File: src/rtl/led_pattern_pkg.sv
// Shared mode encodings and width helper for the LED pattern generator.
package led_pattern_pkg;

  localparam logic [1:0] MODE_BINARY  = 2'd0;
  localparam logic [1:0] MODE_GRAY    = 2'd1;
  localparam logic [1:0] MODE_SCAN    = 2'd2;
  localparam logic [1:0] MODE_BREATHE = 2'd3;

  // Bits needed to hold v-1, never less than 1.
  function automatic int clog2(input longint unsigned v);
    longint unsigned x;
    int r;
    r = 0;
    x = v - 1;
    while (x > 0) begin
      r++;
      x = x >> 1;
    end
    return (r < 1) ? 1 : r;
  endfunction

endpackage

File: src/rtl/led_prescaler.sv
// Step-tick prescaler: counts 0..DIV-1, freezes under hold, emits a
// combinational advance strobe and a registered one-cycle tick.
module led_prescaler
  import led_pattern_pkg::*;
#(
  parameter longint unsigned DIV = 1_000_000
) (
  input  logic clk,
  input  logic rst_n,
  input  logic hold,
  output logic adv,
  output logic tick
);

  localparam int CW = clog2(DIV);
  localparam logic [CW-1:0] LAST = CW'(DIV - 1);

  logic [CW-1:0] cnt;

  assign adv = !hold && (cnt == LAST);

  always_ff @(posedge clk or negedge rst_n) begin
    if (!rst_n) begin
      cnt  <= '0;
      tick <= 1'b0;
    end else begin
      tick <= adv;
      if (!hold) cnt <= adv ? '0 : cnt + CW'(1);
    end
  end

endmodule

File: src/rtl/led_pattern_gen.sv
// LED pattern generator: prescaled step engine (binary, Gray, bouncing
// scanner, PWM breathing) feeding a registered LED bank.
module led_pattern_gen
  import led_pattern_pkg::*;
#(
  parameter int unsigned     NUM_LEDS = 8,
  parameter longint unsigned DIV      = 1_000_000,
  parameter int unsigned     PWM_W    = 8
) (
  input  logic                CLK,
  input  logic                RST_N,
  input  logic [1:0]          MODE,
  input  logic                HOLD,
  output logic [NUM_LEDS-1:0] LED,
  output logic                TICK
);

  localparam int PW = clog2(NUM_LEDS);
  localparam logic [PW-1:0]    POS_LAST = PW'(NUM_LEDS - 1);
  localparam logic [PWM_W-1:0] DUTY_MAX = '1;

  logic                adv;
  logic [1:0]          cur_mode;
  logic [NUM_LEDS-1:0] step;
  logic [PW-1:0]       pos;
  logic                scan_down;
  logic [PWM_W-1:0]    duty;
  logic                br_down;
  logic [PWM_W-1:0]    pwm_cnt;
  logic [NUM_LEDS-1:0] decode;

  led_prescaler #(.DIV(DIV)) u_prescaler (
    .clk   (CLK),
    .rst_n (RST_N),
    .hold  (HOLD),
    .adv   (adv),
    .tick  (TICK)
  );

  // A mode change on a tick reinitialises the engine instead of advancing it.
  always_ff @(posedge CLK or negedge RST_N) begin
    if (!RST_N) begin
      cur_mode  <= MODE_BINARY;
      step      <= '0;
      pos       <= '0;
      scan_down <= 1'b0;
      duty      <= '0;
      br_down   <= 1'b0;
    end else if (adv) begin
      if (MODE != cur_mode) begin
        cur_mode  <= MODE;
        step      <= '0;
        pos       <= '0;
        scan_down <= 1'b0;
        duty      <= '0;
        br_down   <= 1'b0;
      end else begin
        case (cur_mode)
          MODE_BINARY, MODE_GRAY: step <= step + NUM_LEDS'(1);
          MODE_SCAN: begin
            if (!scan_down) begin
              if (pos == POS_LAST) begin
                scan_down <= 1'b1;
                pos       <= pos - PW'(1);
              end else begin
                pos <= pos + PW'(1);
              end
            end else begin
              if (pos == '0) begin
                scan_down <= 1'b0;
                pos       <= PW'(1);
              end else begin
                pos <= pos - PW'(1);
              end
            end
          end
          default: begin
            // Ends are visited once: reverse and step away in the same tick.
            if (!br_down) begin
              if (duty == DUTY_MAX) begin
                br_down <= 1'b1;
                duty    <= duty - PWM_W'(1);
              end else begin
                duty <= duty + PWM_W'(1);
              end
            end else begin
              if (duty == '0) begin
                br_down <= 1'b0;
                duty    <= PWM_W'(1);
              end else begin
                duty <= duty - PWM_W'(1);
              end
            end
          end
        endcase
      end
    end
  end

  // PWM runs every clock regardless of hold or mode.
  always_ff @(posedge CLK or negedge RST_N) begin
    if (!RST_N) pwm_cnt <= '0;
    else        pwm_cnt <= pwm_cnt + PWM_W'(1);
  end

  always_comb begin
    decode = '0;
    case (cur_mode)
      MODE_BINARY: decode = step;
      MODE_GRAY:   decode = step ^ (step >> 1);
      MODE_SCAN:   decode = NUM_LEDS'(1) << pos;
      default:     decode = {NUM_LEDS{pwm_cnt < duty}};
    endcase
  end

  always_ff @(posedge CLK or negedge RST_N) begin
    if (!RST_N) LED <= '0;
    else        LED <= decode;
  end

endmodule
File: config.mk
export PLATFORM = sky130hd
export DESIGN_NAME = led_pattern_gen
export DESIGN_NICKNAME = d
export VERILOG_FILES = /design/src/rtl/led_pattern_pkg.sv /design/src/rtl/led_prescaler.sv /design/src/rtl/led_pattern_gen.sv
export SDC_FILE = /design/constraint.sdc
export NUM_CORES = 1
export LEC_CHECK = 0
export CAP_MARGIN = 20
export CORE_ASPECT_RATIO = 1.1
export CORE_MARGIN = 1.5
export CORE_UTILIZATION = 60
export DETAILED_ROUTE_END_ITERATION = 8
export MAX_ROUTING_LAYER = met4
export PLACE_DENSITY = 0.79
export SLEW_MARGIN = 20
export SYNTH_ARGS = -nofsm -noshare
export SYNTH_HDL_FRONTEND = slang
export SYNTH_HIERARCHICAL = 1
export SYNTH_SLANG_ARGS = --single-unit
export TNS_END_PERCENT = 30
File: constraint.sdc
create_clock -name CLK -period 4.15 [get_ports CLK]
set_input_delay 1.0375 -clock CLK [delete_from_list [all_inputs] [get_ports CLK]]
set_output_delay 1.0375 -clock CLK [all_outputs]
set_load 0.02 [all_outputs]
### Yosys cells after proc, flatten, opt, wreduce, memory -nomap -nowiden

Cells that the tools add are included.

| word-level totals | value |
|---|---|
| output and inout bits | 9 |
| logic and storage cells | 64 |
| register bits | 60 |
| bits of input ports | 5 |

| operators by class | value |
|---|---|
| bitwise logic cells | 1 |
| add/subtract/negate cells | 7 |
| $lt $le $gt $ge | 1 |
| eq/ne operators | 7 |
| reduce and logical (&&, ||, !) cells | 13 |
| mux-type cells | 24 |
| shift operators | 1 |

Operator list:

| kind | count |
|---|---|
| 8-bit 2-to-1 mux | 7 |
| 8-bit by 1-bit adder with 8-bit output (second input constant) | 3 |
| 8-bit one-hot mux with 3 select lines | 1 |
| 20-bit by 1-bit adder with 20-bit output (second input constant) | 1 |
| 20-bit equality test (second input constant) | 1 |
| 20-bit 2-to-1 mux | 1 |
| 3-bit 2-to-1 mux | 5 |
| 1-bit 2-to-1 mux | 10 |
| 8-bit equality test (second input constant) | 1 |
| 8-bit zero test | 1 |
| 8-bit < comparator | 1 |
| 2-bit AND reduction | 4 |
| 1-bit by 3-bit << shifter with 8-bit output (first input constant) | 1 |
| 8-bit by 1-bit subtractor with 8-bit output (second input constant) | 1 |
| 8-bit by 7-bit bitwise XOR with 8-bit output | 1 |
| 2-bit nonzero test | 2 |
| 3-bit by 1-bit adder with 3-bit output (second input constant) | 1 |
| 3-bit equality test (second input constant) | 1 |
| 3-bit zero test | 1 |
| 3-bit OR reduction | 1 |
| 3-bit by 1-bit subtractor with 3-bit output (second input constant) | 1 |
| 2-bit by 1-bit equality test with 1-bit output (second input constant) | 1 |
| 2-bit equality test (second input constant) | 1 |
| 2-bit zero test | 1 |
| 5 further kinds | 5 |

### Longest topological paths before layout

| depth | value |
|---|---|
| depth after elaboration | 5 |
| depth in mapped cells | 12 |
| mapped depth without buffers | 9 |

### Modules after synthesis

The synthesis kept the hierarchy.

Modules (own cells, without submodules):

| module | cells each | sequential area each (µm²) | instances | area each (µm²) |
|---|---|---|---|---|
| led_pattern_gen | 255 | 975.9 | 1 | 2403.6 |
| led_prescaler | 98 | 525.5 | 1 | 1072.3 |

### Worst setup path before layout

OpenSTA, ideal clock, no wires.

| timing | value |
|---|---|
| path kind | in2reg |
| from | input HOLD |
| to | register duty[5] |
| path slack | 824 ps |
| data required time | 4067 ps |
| library setup time | 83 ps |
| path buffers | 2 |
| stages | 10 |
| arrival time | 3243 ps |
| cells stage by stage | nand3b_2 or3_4 nor3_4 buf_4 buf_2 inv_1 or3_1 nor2b_1 or3b_2 o21ai_0 |

| on the way | value |
|---|---|
| word-level cells in the longest chain between the ends | 3 |

Ends and longest elaborated chain:

| element | line | source |
|---|---|---|
| start, declared | led_pattern_gen.sv:13 | `input logic HOLD,` |
| 1-bit zero test | n/a |  |
| 1-bit logical AND | led_prescaler.sv:20 | `assign adv = !hold && (cnt == LAST);` |
| net adv | led_pattern_gen.sv:22 | `logic adv;` |
| 2-bit AND reduction (no source line) | n/a |  |
| end signal, assigned | led_pattern_gen.sv:82 | `duty <= duty - PWM_W'(1);` |
| end signal, assigned | led_pattern_gen.sv:84 | `duty <= duty + PWM_W'(1);` |
| end signal, assigned | led_pattern_gen.sv:91 | `duty <= duty - PWM_W'(1);` |
| end, declared | led_pattern_gen.sv:27 | `logic [PWM_W-1:0] duty;` |

The timed path passes the listed nets, and every way through them passes these cells.
A chain may end at the register's enable or synchronous reset.

### Worst setup path in the final report

Ends and elaborated chain as after synthesis.

==> flow_summary.toml <==
[status]
run_status = "complete, no violations"

[yosys]
synthTopCellsByArea = "sky130_fd_sc_hd__dfrtp_1, sky130_fd_sc_hd__ha_1, sky130_fd_sc_hd__xor2_1, sky130_fd_sc_hd__xnor2_1, sky130_fd_sc_hd__nor2_1"
synth_enable_flop_cells = 0
ys.flop_type = "sky130_fd_sc_hd__dfrtp_1"
seq_area_frac_synth_pct = 43.2
netlist_area_pre_place_um2 = 3480
synth.largest_area_cell = "sky130_fd_sc_hd__dfrtp_1"
postSynthAreaPerCell_um2 = 9.85
yosysUniqueCellTypes = 58
synth-seq-cells = 60
async_flop_share_pct = 100
post_synth_inst_count = 353
netlist.area_leader.share_pct = 43.2
mappedNetlistNets = 383
synthesis.yosys.warnings = 6

[detailed_routing]
vias_per_cell = 6.01
first_pass_iters = 5
route.detailed.drc = 0
route.final.wire_length_um = 7300
wl_per_cell_um = 16.2
detailedRoute.firstIterationViolations = 208
vias = 2706
antenna_violating_nets_post_route = 0

[timing]
layout_min_cycle_time_ns = 3.37
setup_viol_count_final = 0
maxClockFrequency_mhz = 297
timing.setup.tns_ns = 0
final_min_period_over_clock_period_pct = 81.2
hold_violations = 0
tightest_slew_ns = 0.921
maxSlewHeadroom_pct = 38.6
skew_ns = 0.00767
slew_viol_final = 0
rsz_0062_raised_after_global_routing = "no"
hold_ws_ns = 0.488

[worst_setup_path]
worstPathBufferInverterCount = 2
cpMaxStageDelayCell = "sky130_fd_sc_hd__clkdlybuf4s50_1"
cp_cell_sequence = "clkdlybuf4s50_1 -> nand3b_2 -> or3_4 -> nor3_4 -> inv_1 -> or3_1 -> nor2b_1 -> or3b_2 -> o21ai_0"
critPathMaxFanout = 7
crit_required_ns = 4.41
cp_slowest_stage_delay_ns = 0.49
worstPathArrival_ns = 3.63
setup.worst_path.class = "input pin to register"
timing.critical_path.max_delay_family = "simple AND/OR/NAND/NOR gates"
end_kind = "register"
worstSetupStartpointType = "input pin"

[finish]
final_nets = 400
post_route_cells_drive_above_1_share_pct = 10.7
regArea_um2 = 1500
area_delta_synth_final_pct = 12.0
fill_cells = 432
most_common_library_cell_in_the_layout_ignoring_fill_and_taps = "sky130_fd_sc_hd__dfrtp_1"
multiInputGateArea_um2 = 1860
number_of_antenna_cells_inserted = 0
layout_common_cells = "sky130_fd_sc_hd__dfrtp_1, sky130_fd_sc_hd__nor2_1, sky130_fd_sc_hd__nand2_1"

[global_routing]
grt.overflow.total = 0
maximum_number_of_pins_on_one_net_before_global_route_repair = 42
grt_first_pass_wirelength_um = 12400
grt_antenna_before_repair = 0
grt_pass1_vias = 2699
grt.total_usage_pct = 26.4

[floorplanning]
fp.dieArea_um2 = 6260
floorplan.initialDensity_pct = 63.2
core_area_um2 = 5500
die_width_um = 75.6
floorplan.io_pins = 14
site_row_count = 28
die_y_um = 82.8

[clock_network]
post_cts.repair.setup_buffers = 0
tritoncts = "yes"
cts_hold_buffers = 0
clock_tree.root_cell = "sky130_fd_sc_hd__clkbuf_8"
tritoncts.num_buffers = 9
tritoncts_sink_count = 60
clkSlewWorstSetupHoldPaths_ns = 0.07
clk_latency_ns = 0.34
ctsResizeCount = 0
clk_path_buf_depth = 2
ctsHtreeMaxLevel = 3

[placed_design]
dp_hpwl_um = 5030
gpl.final_weighted_congestion = 0.913
place.port_buffers = 13

[min_path]
worst_hold_path_type = "register to register"

[power]
cellLeakagePower_uw = 0.00175
power.density_nw_per_um2 = 347
vdd.ir_drop.worst_uv = 310

[flow_run]
maxCapViolCount = 0
## state kept, by name (all words and copies together), names as in the netlist
| signal | count |
|---|---|
| u_prescaler/cnt | 20 |
| LED | 8 |
| duty | 8 |
| pwm_cnt | 8 |
| step | 8 |
| pos | 3 |
| cur_mode | 2 |
| br_down | 1 |
| scan_down | 1 |
| u_prescaler/tick | 1 |
## stage by stage
stage	setup slack (ns)	std cells	instance area (um2)	utilization, %	total power (uW)
after floorplan	0.824	353	3480	-	745
after global placement	0.502	434	3670	66.7	776
after detailed placement	0.438	434	3670	66.7	786
after CTS	0.772	450	3880	70.6	1360
after global routing	0.623	450	3890	70.8	1400
final	0.780	450	3890	70.8	1350
## per-layer routing
metal | up-vias | global-route usage, % | wire length [um]
met1 | 1305 | 34.8 | 3230
met3 | 15 | 6.80 | 345
li1 | 1299 | - | -
met5 | - | - | 0
met2 | 87 | 39.8 | 3650
met4 | 0 | 8.60 | 82
## kinds of logic after synthesis
kind of cell | share of synthesized area, %
buffers and inverters | 3.42
AO/OA/AOI/OAI | 12.8
flip-flops | 43.2
XOR/XNOR | 7.31
adder cells (fa/ha/maj) | 9.00
multiplexers | 1.87
AND/OR/NAND/NOR | 22.4
## final timing paths
check / to / slack, ns / cells after the start / startpoint
min reg2reg: pwm_cnt[7]$_DFF_PN0_ / 0.49 / 1 / pwm_cnt[7]$_DFF_PN0_
max: duty[5]$_DFFE_PN0P_ / 0.78 / 9 / HOLD
min in group asynchronous: duty[7]$_DFFE_PN0P_ / 0.83 / 1 / RST_N
max in group asynchronous: duty[0]$_DFFE_PN0P_ / 2.52 / 2 / RST_N
max reg2reg: duty[5]$_DFFE_PN0P_ / 1.47 / 9 / u_prescaler/cnt[0]$_DFFE_PN0N_
min: pwm_cnt[7]$_DFF_PN0_ / 0.49 / 1 / pwm_cnt[7]$_DFF_PN0_
## synthesized netlist by cell type, drive strengths merged (6+ instances only)
cell / count
nand3: 13
inv: 18
xor2: 15
o211ai: 6
dfrtp: 60
xnor2: 14
a21oi: 21
o21ai: 19
nor4: 9
and4: 7
a31oi: 7
nand4: 10
nor2: 33
nand2: 30
ha: 25
## final cells by class
class                      instances  area share [%]
clock buffer                       9            3.18
clock inverter                     7            2.35
inverter                          19            1.83
multi-input combinational        264            47.9
sequential                        60            38.6
tap                               75            2.41
timing repair buffer              16            3.79
## power breakdown
group	total [uW]	internal, uW	switching, uW	leakage, uW
Sequential	658	617	41.3	0.000764
Clock	578	336	242	0.000109
Combinational	115	44.8	70.6	0.000874
(Power assumes the default switching activity.)
